## config.mk

```make
export PLATFORM = sky130hd
export DESIGN_NAME = iir_channel_scheduler
export DESIGN_NICKNAME = d
export VERILOG_FILES = /design/src/rtl/iir_channel_scheduler.sv
export SDC_FILE = /design/constraint.sdc
export NUM_CORES = 1
export LEC_CHECK = 0
export BUFFER_PORTS_ARGS = -buffer_cell sky130_fd_sc_hd__buf_2
export CAP_MARGIN = 5
export CORE_MARGIN = 1.5
export CORE_UTILIZATION = 45
export CTS_CLUSTER_DIAMETER = 50
export DETAILED_ROUTE_END_ITERATION = 8
export HOLD_SLACK_MARGIN = 0.02
export PLACE_DENSITY = 0.79
export SYNTH_ARGS = -nofsm -noshare
export SYNTH_HDL_FRONTEND = slang
export SYNTH_SLANG_ARGS = --single-unit
```

## constraint.sdc

```tcl
create_clock -name clock -period 2.39 [get_ports clock]
set_clock_uncertainty 0.15 [all_clocks]
set_input_delay 0.1195 -clock clock [delete_from_list [all_inputs] [get_ports clock]]
set_output_delay 0.1195 -clock clock [all_outputs]
set_load 0.05 [all_outputs]
```

## src/rtl/iir_channel_scheduler.sv

```systemverilog
`default_nettype none
// ============================================================================
// Module      : iir_channel_scheduler
// Description : Round-robin scheduler that time-multiplexes one shared IIR
//               filter datapath between CHANNELS sample streams. One sample
//               per transaction: IDLE -> ISSUE -> WAIT -> DELIVER -> IDLE.
//               flt_sel selects the filter's per-channel delay-line bank.
// Options     : IIR_SCHED_TIMEOUT_EN - adds a WAIT watchdog and the
//               sched_timeout output; the sample is dropped on expiry.
// Revision    : 1.0 - initial release
// ============================================================================
module iir_channel_scheduler #(
  parameter int CHANNELS       = 2,
  parameter int DATA_WIDTH     = 32,
  parameter int TIMEOUT_CYCLES = 64,
  localparam int SEL_W         = (CHANNELS > 1) ? $clog2(CHANNELS) : 1
) (
  input  logic                           clock,
  input  logic                           reset,
  input  logic [CHANNELS-1:0]            req_valid,
  input  logic [CHANNELS*DATA_WIDTH-1:0] req_data,
  output logic [CHANNELS-1:0]            req_ready,
  output logic                           flt_start,
  output logic [DATA_WIDTH-1:0]          flt_data,
  output logic [SEL_W-1:0]               flt_sel,
  input  logic                           flt_done,
  input  logic [DATA_WIDTH-1:0]          flt_result,
  output logic [CHANNELS-1:0]            out_valid,
  output logic [DATA_WIDTH-1:0]          out_data,
`ifdef IIR_SCHED_TIMEOUT_EN
  output logic                           sched_timeout,
`endif
  output logic                           busy
);

  localparam logic [1:0] ST_IDLE    = 2'd0;
  localparam logic [1:0] ST_ISSUE   = 2'd1;
  localparam logic [1:0] ST_WAIT    = 2'd2;
  localparam logic [1:0] ST_DELIVER = 2'd3;

  // Parameter sanity: the scan arithmetic assumes 2..8 channels.
  if (CHANNELS < 2 || CHANNELS > 8 || TIMEOUT_CYCLES < 1) begin : g_param_check
    $error("iir_channel_scheduler: CHANNELS must be 2..8 and TIMEOUT_CYCLES >= 1");
  end

  logic [1:0]            state;
  logic [SEL_W-1:0]      rr_ptr;
  logic [SEL_W-1:0]      grant_idx;
  logic                  grant_found;
  logic [SEL_W:0]        scan_sum;
  logic [DATA_WIDTH-1:0] grant_data;
  logic [SEL_W-1:0]      next_ptr;
  logic                  wait_expired;

  // Pointer to the channel after the one just served, wrapping at CHANNELS.
  assign next_ptr = (flt_sel == SEL_W'(CHANNELS - 1)) ? '0 : flt_sel + 1'b1;

  // Round-robin search: first valid channel starting at rr_ptr, modulo CHANNELS.
  always_comb begin
    grant_found = 1'b0;
    grant_idx   = '0;
    scan_sum    = '0;
    for (int i = 0; i < CHANNELS; i++) begin
      scan_sum = {1'b0, rr_ptr} + (SEL_W + 1)'(i);
      if (scan_sum >= (SEL_W + 1)'(CHANNELS)) begin
        scan_sum = scan_sum - (SEL_W + 1)'(CHANNELS);
      end
      if (!grant_found && req_valid[scan_sum[SEL_W-1:0]]) begin
        grant_found = 1'b1;
        grant_idx   = scan_sum[SEL_W-1:0];
      end
    end
  end

  // Granted channel's data mux and the one-hot ready, offered in IDLE only.
  // Ready is also held low while reset is asserted so nothing is accepted then.
  always_comb begin
    grant_data = '0;
    req_ready  = '0;
    for (int c = 0; c < CHANNELS; c++) begin
      if (grant_idx == SEL_W'(c)) begin
        grant_data = req_data[c*DATA_WIDTH +: DATA_WIDTH];
      end
      req_ready[c] = reset && (state == ST_IDLE) && grant_found && (grant_idx == SEL_W'(c));
    end
  end

  // Per-channel result strobe, decoded from the owning channel during DELIVER.
  always_comb begin
    out_valid = '0;
    for (int c = 0; c < CHANNELS; c++) begin
      out_valid[c] = (state == ST_DELIVER) && (flt_sel == SEL_W'(c));
    end
  end

  assign flt_start = (state == ST_ISSUE);
  assign busy      = (state != ST_IDLE);

`ifdef IIR_SCHED_TIMEOUT_EN
  localparam int CNT_W = (TIMEOUT_CYCLES > 1) ? $clog2(TIMEOUT_CYCLES) : 1;
  localparam logic [CNT_W-1:0] WAIT_LAST = CNT_W'(TIMEOUT_CYCLES - 1);

  logic [CNT_W-1:0] wait_cnt;

  // Expiry fires on the last allowed WAIT cycle; a done in that cycle wins.
  assign wait_expired = (state == ST_WAIT) && !flt_done && (wait_cnt == WAIT_LAST);

  // WAIT-cycle watchdog: cleared while issuing, counts each WAIT cycle without done.
  always_ff @(posedge clock or negedge reset) begin
    if (!reset) begin
      wait_cnt      <= '0;
      sched_timeout <= 1'b0;
    end else begin
      sched_timeout <= wait_expired;
      if (state == ST_ISSUE) begin
        wait_cnt <= '0;
      end else if (state == ST_WAIT && !flt_done && wait_cnt != WAIT_LAST) begin
        wait_cnt <= wait_cnt + 1'b1;
      end
    end
  end
`else
  assign wait_expired = 1'b0;
`endif

  // Transaction FSM plus the registered filter-side and result-side datapath.
  always_ff @(posedge clock or negedge reset) begin
    if (!reset) begin
      state    <= ST_IDLE;
      rr_ptr   <= '0;
      flt_data <= '0;
      flt_sel  <= '0;
      out_data <= '0;
    end else begin
      case (state)
        ST_IDLE: begin
          if (grant_found) begin
            flt_data <= grant_data;
            flt_sel  <= grant_idx;
            state    <= ST_ISSUE;
          end
        end
        ST_ISSUE: begin
          state <= ST_WAIT;
        end
        ST_WAIT: begin
          if (flt_done) begin
            out_data <= flt_result;
            state    <= ST_DELIVER;
          end else if (wait_expired) begin
            // Abort: drop the sample but still move fairness on.
            rr_ptr <= next_ptr;
            state  <= ST_IDLE;
          end
        end
        ST_DELIVER: begin
          rr_ptr <= next_ptr;
          state  <= ST_IDLE;
        end
        default: begin
          state <= ST_IDLE;
        end
      endcase
    end
  end

endmodule
`default_nettype wire
```

Word level (Yosys, flattened, before mapping)
Cells that the tools add are included.

Register bits: 68. Logic and storage cells: 48.

Add/subtract/negate cells: 4. Order comparisons: 4. Equality and inequality tests: 5. Mux-type cells: 15. Bitwise gates (word level): 2. Reduce and logical (&&, ||, !) cells: 13.

Operators by type and width (count): $mux W32 (1); $mux W1 (11); $pmux W2 S4 (1); $logic_and A1 B1 Y1 (7); $reduce_and A2 Y1 (3); $eq A2 B2 Y1 const B (2); $lt A1 B2 Y1 const B (2); $mux W2 (2); $ne A2 B2 Y1 const B (2); $add A1 B1 Y2 const B (1); $eq A2 B1 Y1 const B (1); $ge A1 B2 Y1 const B (1); $ge A2 B2 Y1 const B (1); $logic_not A2 Y1 (1); $not A1 Y1 (2); $reduce_bool A2 Y1 (1); $sub A1 B1 Y1 const B (2); $add A1 B1 Y1 const B (1); $logic_not A1 Y1 (1).

Logic depth before layout (Yosys ltp)
Depth in word-level cells: 10. Gate-level depth with buffers: 7. Gate-level depth less buffers: 5.

Least setup slack after synthesis
OpenSTA, ideal clock, no wires.

Kind: reg2out. Start: register state[0]. End: output port req_ready[1]. Arrival: 1.922 ns. Data required time: 2.121 ns. Setup slack: 0.198 ns. Cell stages (with the launch flop): 5. Path buffers: 0. Cells stage by stage: dfrtp_1 > inv_1 > ha_1 > inv_2 > nor3_1.

Longest elaborated chain between the ends: 4.

RTL lines: from (decl) (RTL line 46) `logic [1:0] state;`; from (signal assigned) (RTL line 129) `state <= ST_IDLE;`; from (signal assigned) (RTL line 140) `state <= ST_ISSUE;`; from (signal assigned) (RTL line 144) `state <= ST_WAIT;`; $logic_not A2 Y1 (RTL line 84) `req_ready[c] = reset && (state == ST_IDLE) && grant_found && (grant_idx == SEL_W'(c));`; $logic_and A1 B1 Y1 (3 in a row) (RTL line 84); to (decl) (RTL line 22) `output logic [CHANNELS-1:0] req_ready,`.

Every way passes these cells.

Worst setup path in the final report
Start: register state[1]. End: register flt_data[29].

Longest elaborated chain between the ends: 2.

RTL lines: $logic_not A2 Y1 (RTL line 135) `case (state)`; $reduce_and A2 Y1 (no source line); to (signal assigned) (RTL line 138) `flt_data <= grant_data;`; to (decl) (RTL line 24) `output logic [DATA_WIDTH-1:0] flt_data,`.

Every way passes these cells. A chain may end at the register's enable or synchronous reset.

==> qor.yml <==
drt:
  drtIter0Drc: 190
  vias: 3418
  wl_per_cell_um: 17.5
  antenna_left: 0
  drc: 0
  vias_per_cell: 5.46
  postRouteWirelength_um: 10900
  drt_first_pass_iters: 7
synthesis:
  postSynthAreaPerCell_sq_um: 10.8
  async_reset_ff_share_pct: 100
  synth_seq_cells: 68
  synth_cells: 278
  syn_area_sq_um: 3000
  synth.distinct_cells: 28
  yosys_warnings: 0
  synth_edf_count: 0
  ys.flop_type: "dfrtp_1"
  yosysSeqAreaShare_pct: 56.7
  synth_nets: 383
grt:
  grt_usage_pct: 30.7
  grt_pass1_wl_um: 17100
  antenna_found_initial: 0
  grt_max_degree: 67
  overflow: 0
  grt_pass1_vias: 3460
sta:
  tns_ns: 0
  max_freq_mhz: 447
  period_share_pct: 93.5
  final-max-slew-violation-count: 0
  worst_slew_pin_slew_ns: 0.824
  hold_slack_ns: 0.108
  rsz0062_at_grt: "no"
  setup-violations-final: 0
  finalWorstSetupSlack_ns: 0.155
  final_hold_viol_count: 0
  slew_headroom_pct: 45.1
  finalCriticalPeriod_ns: 2.24
setup_path:
  end_kind: "flip-flop"
  arrival_ns: 2.37
  required_ns: 2.52
  crit_fanout: 33
  r2r_setup_slack_ns: 0.15
  crit_path_start_kind: "flip-flop"
  timing_worst_setup_path_type: "flip-flop to flip-flop"
cts:
  cts_sinks: 68
  root_buffer: "clkbuf_8"
  cts_resized: 0
  cts_buffers: 9
  clockBufferDepth: 2
  worstSkewPairLatency_ns: 0.34
  htreeDepth: 3
  post-cts-setup-buffers: 0
  clk_pin_slew_ns: 0.08
  cts_tree: "yes"
pwr:
  vdd_drop_max_uv: 1200
  power.leakage_nw: 2.43
  powerDensity_nw_per_um2: 1540
floorplanning:
  fp.dieW_um: 84.6
  ios: 172
  dieArea_sq_um: 7160
  core_sq_um: 6390
  num_rows: 29
  die_y_um: 84.6
  start_util_pct: 47.0
finish:
  final_cell_mix: "171 x buf_2, 101 x dlygate4sd3_1, 68 x dfrtp_1"
  stdcell_area_sq_um: 5120
  antenna_cells: 0
  mostFrequentLayoutCell: "buf_2"
  final_nets: 649
  synthToLayoutAreaGrowth_pct: 70.6
  fill_cells: 387
  drive_above_1_share_pct: 39.3
  finish.utilization_pct: 80.1
place:
  place.gp.congestion: 0.798
  port_buffers: 171
  dp_hpwl_um: 5520
  pre_cts_slack_ns: 0.596
  place_area_sq_um: 3890
status:
  status: "finished, final reports clean"
min_path:
  hold_path.class: "input pin to flip-flop"
run:
  maxCapViolations: 0
[routing by layer]
layer	track usage [%]	vias up	part of all wire, %
met5	0	-	0
met3	7.18	26	10
met1	37.5	1634	38
met2	53.7	239	50
li1	-	1519	-
met4	9.82	0	1.7
[cell type report]
| class | count | area [sq um] | area share [%] |
|---|---|---|---|
| clock buffers | 9 | 124 | 2.42 |
| flip-flops and latches | 68 | 1700 | 33.3 |
| multi-input cells | 179 | 1150 | 22.5 |
| well taps | 77 | 96.3 | 1.88 |
| repair buffers | 279 | 1950 | 38.1 |
| inverters | 7 | 26.3 | 0.513 |
| clock inverters | 7 | 67.6 | 1.32 |
[worst paths after layout]
kind	from	end	depth (start not counted)
min	flt_done	state[1]$_DFFE_PN0P_	3
min in group asynchronous	reset	flt_data[25]$_DFFE_PN0P_	3
max	state[1]$_DFFE_PN0P_	flt_data[29]$_DFFE_PN0P_	7
min reg2reg	out_data[5]$_DFFE_PN0P_	out_data[5]$_DFFE_PN0P_	1
max in group asynchronous	reset	out_data[27]$_DFFE_PN0P_	3
max reg2reg	state[1]$_DFFE_PN0P_	flt_data[29]$_DFFE_PN0P_	7
[power by group]
group	leakage, nW	switching (mW)	internal, mW	total, mW
combinational	1.55	3.26	1.61	4.88
clock	0.103	0.441	0.478	0.918
sequential	0.781	0.346	1.74	2.09
[cell families (layout without fill, tap and decap cells)]
group                    Yosys count  count (layout)  share of synthesized area, %
AO/OA/AOI/OAI                     68              68                          13.1
adder cells (fa/ha/maj)            4               4                          1.67
AND/OR/NAND/NOR                   74              74                          11.1
buffers and inverters             31             302                          4.88
flip-flops                        68              68                          56.7
multiplexers                      33              33                          12.5
[worst max-delay path, stage by stage (launching register included)]
cell	delay, ns
dfrtp_1	0.42
inv_1	0.10
ha_1	0.23
o21a_2	0.23
buf_12	0.20
nor2_1	0.08
a31oi_1	0.18
dlygate4sd3_1	0.57
[flip-flops by register name, indices dropped and copies added, names as in the netlist]
name,cells
rr_ptr,1
out_data,32
flt_sel,1
flt_data,32
state,2
[per-stage QoR]
step | total power [mW] | instances
2_1_floorplan | 5.21 | 278
3_3_place_gp | 6.07 | 508
3_5_place_dp | 6.17 | 508
4_1_cts | 7.67 | 625
5_1_grt | 8.24 | 626
6_report | 7.89 | 626
[Yosys cell counts, types with 2 or more instances]
master,n,area [sq um]
nand2_1,2,7.51
o21ai_0,23,115
o21ai_1,9,45.0
dfrtp_1,68,1700
mux2_2,18,203
mux2_1,14,158
inv_2,2,7.51
a31oi_1,32,200
inv_1,5,18.8
buf_2,14,70.1
nor2_1,34,128
nand3_1,32,160
ha_1,4,50.1
clkbuf_1,7,26.3
[timing repair]
item	4_1_cts	5_1_grt
hold endpoints to repair	133	0
hold buffers	101	0
setup endpoints to repair	0	1
No activity file was read; power rests on OpenSTA's default activity.
